**config.mk**
```make
export PLATFORM = sky130hd
export DESIGN_NAME = mul_div_unit
export DESIGN_NICKNAME = d
export VERILOG_FILES = /design/src/rtl/mul_div_unit_pkg.sv /design/src/rtl/mul_div_iter.sv /design/src/rtl/mul_div_unit.sv
export SDC_FILE = /design/constraint.sdc
export NUM_CORES = 1
export LEC_CHECK = 0
export BUFFER_PORTS_ARGS = -buffer_cell sky130_fd_sc_hd__clkbuf_2
export CAP_MARGIN = 40
export CORE_MARGIN = 2
export CORE_UTILIZATION = 45
export CTS_BUF_LIST = sky130_fd_sc_hd__clkbuf_2 sky130_fd_sc_hd__clkbuf_4 sky130_fd_sc_hd__clkbuf_8
export DETAILED_ROUTE_END_ITERATION = 7
export HOLD_SLACK_MARGIN = 0.08
export SETUP_SLACK_MARGIN = 0.15
export SLEW_MARGIN = 30
export SYNTH_ARGS = -nofsm -noshare
export SYNTH_HDL_FRONTEND = slang
export SYNTH_SLANG_ARGS = --single-unit
```
**constraint.sdc**
```tcl
create_clock -name clk -period 3.7 [get_ports clk]
set_input_delay 0.37 -clock clk [delete_from_list [all_inputs] [get_ports clk]]
set_output_delay 0.37 -clock clk [all_outputs]
set_load 0.02 [all_outputs]
```
**src/rtl/mul_div_unit_pkg.sv**
```systemverilog
// Shared encodings and sizing for the iterative multiply/divide unit.
package mul_div_unit_pkg;

    localparam int unsigned WIDTH = 32;
    localparam int unsigned CNT_W = $clog2(WIDTH);

    typedef enum logic [1:0] {
        OP_MULT  = 2'b00,
        OP_MULTU = 2'b01,
        OP_DIV   = 2'b10,
        OP_DIVU  = 2'b11
    } op_e;

    typedef enum logic [2:0] {
        IDLE = 3'd0,
        PREP = 3'd1,
        RUN  = 3'd2,
        FIX  = 3'd3,
        DONE = 3'd4
    } state_e;

    function automatic logic is_div_op(input op_e op);
        return op[1];
    endfunction

    function automatic logic is_signed_op(input op_e op);
        return ~op[0];
    endfunction

endpackage

```
**src/rtl/mul_div_iter.sv**
```systemverilog
// One radix-2 step: shift-add for multiply, restoring shift-subtract for divide.
module mul_div_iter
    import mul_div_unit_pkg::*;
(
    input  logic [2*WIDTH-1:0] acc,
    input  logic [WIDTH-1:0]   operand,
    input  logic               div_mode,
    output logic [2*WIDTH-1:0] acc_nxt,
    output logic               q_bit
);

    logic [WIDTH:0]   sum;
    logic [WIDTH-1:0] rem_trial;
    logic             ge;

    always_comb begin
        sum       = {1'b0, acc[2*WIDTH-1:WIDTH]} + {1'b0, operand & {WIDTH{acc[0]}}};
        // Shifted remainder is WIDTH+1 bits; the difference fits WIDTH bits whenever it is non-negative.
        ge        = acc[2*WIDTH-1:WIDTH-1] >= {1'b0, operand};
        rem_trial = acc[2*WIDTH-2:WIDTH-1] - operand;
        q_bit     = 1'b0;
        acc_nxt   = {sum, acc[WIDTH-1:1]};
        if (div_mode) begin
            q_bit   = ge;
            acc_nxt = {(ge ? rem_trial : acc[2*WIDTH-2:WIDTH-1]), acc[WIDTH-2:0], 1'b0};
        end
    end

endmodule

```
**src/rtl/mul_div_unit.sv**
```systemverilog
// Iterative 32-bit multiply/divide unit with start/busy/done handshake and fixed latency.
module mul_div_unit
    import mul_div_unit_pkg::*;
(
    input  logic             clk,
    input  logic             reset,
    input  logic             start,
    input  logic [1:0]       op,
    input  logic [WIDTH-1:0] a,
    input  logic [WIDTH-1:0] b,
    output logic [WIDTH-1:0] lo,
    output logic [WIDTH-1:0] hi,
    output logic             busy,
    output logic             done,
    output logic             div_zero
);

    localparam logic [CNT_W-1:0] LAST_CNT = CNT_W'(WIDTH - 1);

    state_e             state, next_state;
    op_e                op_r;
    logic [WIDTH-1:0]   a_r, b_r, opnd;
    logic [2*WIDTH-1:0] acc, acc_iter;
    logic [CNT_W-1:0]   count;
    logic               sign_a, sign_b, q_bit;
    logic               busy_nxt, done_nxt;
    logic               div_c, neg_a_c, neg_b_c, dz_c;
    logic [WIDTH-1:0]   mag_a_c, mag_b_c;

    assign div_c   = is_div_op(op_r);
    assign neg_a_c = is_signed_op(op_r) & a_r[WIDTH-1];
    assign neg_b_c = is_signed_op(op_r) & b_r[WIDTH-1];
    assign mag_a_c = neg_a_c ? -a_r : a_r;
    assign mag_b_c = neg_b_c ? -b_r : b_r;
    assign dz_c    = div_c && (b_r == '0);

    mul_div_iter u_iter (
        .acc      (acc),
        .operand  (opnd),
        .div_mode (div_c),
        .acc_nxt  (acc_iter),
        .q_bit    (q_bit)
    );

    always_ff @(posedge clk or negedge reset) begin
        if (!reset) state <= IDLE;
        else        state <= next_state;
    end

    // Divide-by-zero still passes through FIX so its done lands two cycles after acceptance.
    always_comb begin
        next_state = state;
        case (state)
            IDLE:    if (start) next_state = PREP;
            PREP:    next_state = dz_c ? FIX : RUN;
            RUN:     if (count == LAST_CNT) next_state = FIX;
            FIX:     next_state = DONE;
            DONE:    next_state = start ? PREP : IDLE;
            default: next_state = IDLE;
        endcase
    end

    always_comb begin
        busy_nxt = 1'b0;
        done_nxt = 1'b0;
        case (next_state)
            PREP, RUN, FIX: busy_nxt = 1'b1;
            DONE:           done_nxt = 1'b1;
            default:        ;
        endcase
    end

    // Operand latch, iteration datapath and sign-corrected result registers.
    always_ff @(posedge clk or negedge reset) begin
        if (!reset) begin
            op_r     <= OP_MULT;
            a_r      <= '0;
            b_r      <= '0;
            opnd     <= '0;
            acc      <= '0;
            count    <= '0;
            sign_a   <= 1'b0;
            sign_b   <= 1'b0;
            lo       <= '0;
            hi       <= '0;
            busy     <= 1'b0;
            done     <= 1'b0;
            div_zero <= 1'b0;
        end else begin
            busy <= busy_nxt;
            done <= done_nxt;
            case (state)
                IDLE, DONE: begin
                    if (start) begin
                        op_r     <= op_e'(op);
                        a_r      <= a;
                        b_r      <= b;
                        div_zero <= 1'b0;
                    end
                end
                PREP: begin
                    sign_a <= neg_a_c;
                    sign_b <= neg_b_c;
                    count  <= '0;
                    if (div_c) begin
                        acc  <= {{WIDTH{1'b0}}, mag_a_c};
                        opnd <= mag_b_c;
                    end else begin
                        acc  <= {{WIDTH{1'b0}}, mag_b_c};
                        opnd <= mag_a_c;
                    end
                end
                RUN: begin
                    acc   <= acc_iter | {{(2*WIDTH-1){1'b0}}, q_bit};
                    count <= count + CNT_W'(1);
                end
                FIX: begin
                    if (dz_c) begin
                        lo       <= '1;
                        hi       <= a_r;
                        div_zero <= 1'b1;
                    end else if (!div_c) begin
                        {hi, lo} <= (sign_a ^ sign_b) ? -acc : acc;
                    end else begin
                        lo <= (sign_a ^ sign_b) ? -acc[WIDTH-1:0] : acc[WIDTH-1:0];
                        hi <= sign_a ? -acc[2*WIDTH-1:WIDTH] : acc[2*WIDTH-1:WIDTH];
                    end
                end
                default: ;
            endcase
        end
    end

endmodule

```
Word-level counts from Yosys, hierarchy flattened. Cells that the tools add are included.

Add/subtract/negate cells: 8. Order comparisons: 1. Equality and inequality tests: 11. Muxes and demuxes: 26. Bitwise gates (word level): 6. Reductions and logical operators: 9.

Operator list (count): $mux 32 (11); $mux 64 (2); $neg 32->32 (4); $pmux 64 s2 (1); $neg 64->64 (1); $or 64x1->64 (1); $add 32x32->33 (1); $ge 33x32->1 (1); $and 32x32->32 (1); $logic_not 32->1 (1); $sub 32x32->32 (1); $pmux 3 s5 (1); $eq 3x2->1 const B (4); $pmux 5 s2 (1); $mux 1 (7); $eq 3x1->1 const B (2); $eq 3x3->1 const B (2); $mux 3 (2); $add 5x1->5 const B (1); $eq 5x5->1 const B (1); $ne 2x2->1 const B (2); $reduce_bool 2->1 (2); $logic_not 3->1 (1); $reduce_and 3->1 (1); 8 further kinds (9).

Flip-flop bits (word level): 239. Word-level logic and storage cells: 75.

Longest topological paths before layout.
Word-level depth: 7. Depth in mapped cells: 14. Gate-level depth less buffers: 13.

Cells and area by module. A second synthesis with hierarchy kept.

Cell total of the unflattened synthesis: 1998. Area total of the unflattened synthesis: 17372.9 µm².

Modules (own cells, without submodules): mul_div_unit (instances 1, cells an instance 1320, area an instance 12703.4 µm²); mul_div_iter (instances 1, cells an instance 678, area an instance 4669.5 µm²).

Worst setup path after synthesis. Ideal clock, no wire load.

Kind: register to register. Start: register acc[0]. End: register hi[12]. Arrival: 3021 ps. Data required time: 3566 ps. Setup slack: 546 ps. Cell stages (with the launch flop): 14. Buffers on the path: 2. Clock period less this slack: 3154 ps. Cells stage by stage: dfrtp_1 -> inv_1 -> clkbuf_1 -> ha_1 -> or3b_1 -> or4_1 -> nor3_2 -> nand4_1 -> buf_2 -> o21ai_0 -> xor2_1 -> nor2_1 -> a21oi_1 -> o21ai_0.

Word-level cells in the longest chain between the ends: 4.

Ends and longest elaborated chain: start: declaration (RTL line mul_div_unit.sv:23) `logic [2*WIDTH-1:0] acc, acc_iter;`; start signal: assignment (RTL line mul_div_unit.sv:106) `acc <= {{WIDTH{1'b0}}, mag_a_c};`; start signal: assignment (RTL line mul_div_unit.sv:109) `acc <= {{WIDTH{1'b0}}, mag_b_c};`; start signal: assignment (RTL line mul_div_unit.sv:114) `acc <= acc_iter | {{(2*WIDTH-1){1'b0}}, q_bit};`; $neg 64->64 (RTL line mul_div_unit.sv:123) `{hi, lo} <= (sign_a ^ sign_b) ? -acc : acc;`; $mux 64 (RTL line mul_div_unit.sv:123); $mux 32 (RTL line mul_div_unit.sv:122) `end else if (!div_c) begin`; $mux 32 (RTL line mul_div_unit.sv:118) `if (dz_c) begin`; end signal: assignment (RTL line mul_div_unit.sv:120) `hi <= a_r;`; end signal: assignment (RTL line mul_div_unit.sv:123); end signal: assignment (RTL line mul_div_unit.sv:126) `hi <= sign_a ? -acc[2*WIDTH-1:WIDTH] : acc[2*WIDTH-1:WIDTH];`; end: declaration (RTL line mul_div_unit.sv:12) `output logic [WIDTH-1:0] hi,`.

Every way passes these cells. A chain may end at the register's enable or synchronous reset.

Worst setup path after layout.
Start: register acc[25]. End: register hi[13].

The elaborated chain is that of the path after synthesis.

==> impl_metrics.ini <==
[status]
status = completed

[pwr]
finalPower_mw = 23.42
cellLeakagePower_nw = 9.032
peakVddDrop_uv = 530.1
p_per_area_mw_per_mm2 = 1139

[timing]
finalSetupViolations = 0
layout_min_cycle_time_ps = 3463
rsz0062_at_grt = no
finalSetupTns_ps = 0
slew_violations = 0
fmax_ghz = 0.2888
fin_skew_ps = 33.56
slew_headroom_pct = 44.39
hold_ws_ps = 237.6
worstMarginPinSlew_ps = 834.2
period_share_pct = 93.60
hold_violations = 0

[layout]
syn2layout_area_growth_pct = 18.93
design_area_mm2 = 0.02056
final_cells = 2835
fillers = 3561
diodes = 0
drive_gt1_share_pct = 17.94
layout.nets = 2431

[floorplan]
coreArea_mm2 = 0.03776
die-area_mm2 = 0.04000
ioPinCount = 136
die_w_um = 200.0
die_h_um = 200.0
initial_core_util_pct = 45.79
rows = 71

[grt]
grt_pass1_vias = 16030
antenna_found_initial = 0
grt_pass1_wl_mm = 97.16
grt_overflow = 0
grt_usage_pct = 32.16
grt_start_max_net_pins = 128

[clock_tree]
clkSlewWorstSetupHoldPaths_ps = 60
cts_inserted_buffers = 45
cts_sinks = 239
clk_latency_ps = 620
ctsHtreeMaxLevel = 2
cts_tree = done
clockBufferDepth = 3
cts_root_buf = clkbuf_8

[drt]
final_antenna_net_count = 0
dr.pass1.iters = 7
via_count = 16960
wl_mm = 63.85
viasPerCell = 5.982
drc = 0
drt_iter0_markers = 1652
routedWlPerCell_um = 22.52

[setup_path]
crit_chain = or4_1 > or4_4 > nor4_4 > buf_4 > nand4_1 > a32oi_2 > a31oi_1 > xor2_1 > mux2i_1 > o21ai_0
end_kind = flop
max_stage_delay_ps = 620
required_ps = 4210
path_max_fanout = 5
r2r_setup_slack_ps = 240
crit_type = flop to flop
startpoint_type = flop
slowest_stage = or4_1
cp.arrival_ps = 3970

[logic_synthesis]
synth_warnings = 0
synth_common_cells = dfrtp_1, nand2_1, nor2_1
synth_most_common_cell = dfrtp_1
yosysUniqueCellTypes = 76
synth-main-ff-cell = dfrtp_1
synth-async-reset-ratio_pct = 100.0
synth-edff-count = 0
synthesis.area_per_instance_um2 = 8.319
synth_area_mm2 = 0.01729
synth_top_area_share_pct = 34.60
synth_area_leaders = dfrtp_1, a21oi_1, o21ai_0
synth_top_area_cell = dfrtp_1
syn_inst = 2078
ys_seq_area_share_pct = 34.60
ys_ff_latch = 239
syn_nets = 2219

[place]
dpl_cell_area_mm2 = 0.01878
gp_congestion = 0.9908
dp_hpwl_mm = 47.54
portBuffers = 135
placedCellCount = 2676

[flow_run]
max_cap_viol_count = 0

[hold_path]
hp-class = input port to flop
==> layer usage <==
layer	routed length [µm]	GRT usage, %
met3	5292	5.477
met1	28580	46.28
met5	0	0
met2	27260	47.96
met4	2711	12.92
==> through the flow <==
step	utilization [%]	setup slack, ps
2_1_floorplan	-	545.6
3_3_place_gp	49.66	269.1
3_5_place_dp	49.73	211.3
4_1_cts	54.01	198.5
5_1_grt	54.46	146.0
6_report	54.46	237.0
==> report_power, final <==
part / switching, mW / total (mW) / internal, mW
Combinational: 9.64 / 15.3 / 5.68
Clock: 1.25 / 2.77 / 1.51
Sequential: 1.47 / 5.34 / 3.87
==> cell families (layout without fill, tap and decap cells) <==
logic type	count (synthesis)	in the layout	share of synthesized area [%]
simple gates	649	649	17.59
compound gates	629	629	22.00
flops	239	239	34.60
buf+inv	207	453	5.001
xor+xnor	175	175	8.867
mux	107	107	6.644
fa+ha+maj	72	72	5.298
==> placed cells by master (no fill, tap or decap), types with 6 or more instances in the layout <==
cell type / n
nor4_1: 19
o31ai_1: 17
a32oi_1: 6
and3_1: 12
nand3_1: 35
nor2_1: 209
dlygate4sd3_1: 67
buf_4: 90
o211ai_1: 36
nor3_1: 34
dfrtp_1: 237
xnor2_1: 91
inv_1: 70
a41oi_1: 6
xor2_1: 84
o21ai_0: 196
clkbuf_8: 55
or4_1: 17
and2_1: 9
nand2_1: 214
nand4_1: 21
nand2b_1: 21
nor2b_1: 10
a21oi_1: 193
o21a_1: 6
a31oi_1: 36
a211oi_1: 10
mux2_2: 62
a21o_1: 13
a22oi_1: 14
clkinv_2: 15
a21boi_0: 6
or3_1: 12
o221ai_1: 34
ha_1: 70
o21ai_1: 8
clkbuf_2: 134
mux2i_1: 45
clkbuf_4: 9
o21bai_1: 9
==> path summary, 6_finish.rpt <==
path / from / end / cells after the start
setup reg to reg: acc[25]$_DFFE_PN0P_ / hi[13]$_DFFE_PN0P_ / 10
hold reg to reg: opnd[4]$_DFFE_PN0P_ / opnd[4]$_DFFE_PN0P_ / 2
min in group asynchronous: reset / lo[17]$_DFFE_PN0P_ / 2
max in group asynchronous: reset / a_r[4]$_DFFE_PN0P_ / 3
setup / recovery: acc[25]$_DFFE_PN0P_ / hi[13]$_DFFE_PN0P_ / 10
hold / removal: start / div_zero$_DFFE_PN0P_ / 4
==> what timing repair did <==
| action | CTS | global route |
|---|---|---|
| hold buffers | 67 | 0 |
| gates resized for setup | 0 | 15 |
| setup buffers | 0 | 8 |
| endpoints found under the hold margin | 161 | 0 |
| endpoints found under the setup margin | 0 | 15 |
==> registers in the layout (all words and copies together), names as in the netlist, 3 cells and up <==
| signal | count |
|---|---|
| a_r | 32 |
| acc | 64 |
| b_r | 32 |
| count | 5 |
| hi | 32 |
| lo | 32 |
| opnd | 32 |
| state | 3 |
==> worst max-delay path: cells and delay by family (launching register included) <==
family | cells | cell delay, ps
compound gates | 3 | 650
flops | 1 | 480
simple gates | 4 | 1470
mux | 1 | 180
xor+xnor | 1 | 390
buf+inv | 1 | 190
==> layout make-up <==
cell class              instances  area (µm²)  share of cell area, %
well taps                     511       639.4                  3.110
flip-flops and latches        239        5986                  29.11
clock buffers                  63       817.0                  3.974
inverters                      72       274.0                  1.333
multi-input cells            1632       10530                  51.23
repair buffers                300        2183                  10.62
clock inverters                18       127.6                 0.6207
No activity file was read; power rests on OpenSTA's default activity.
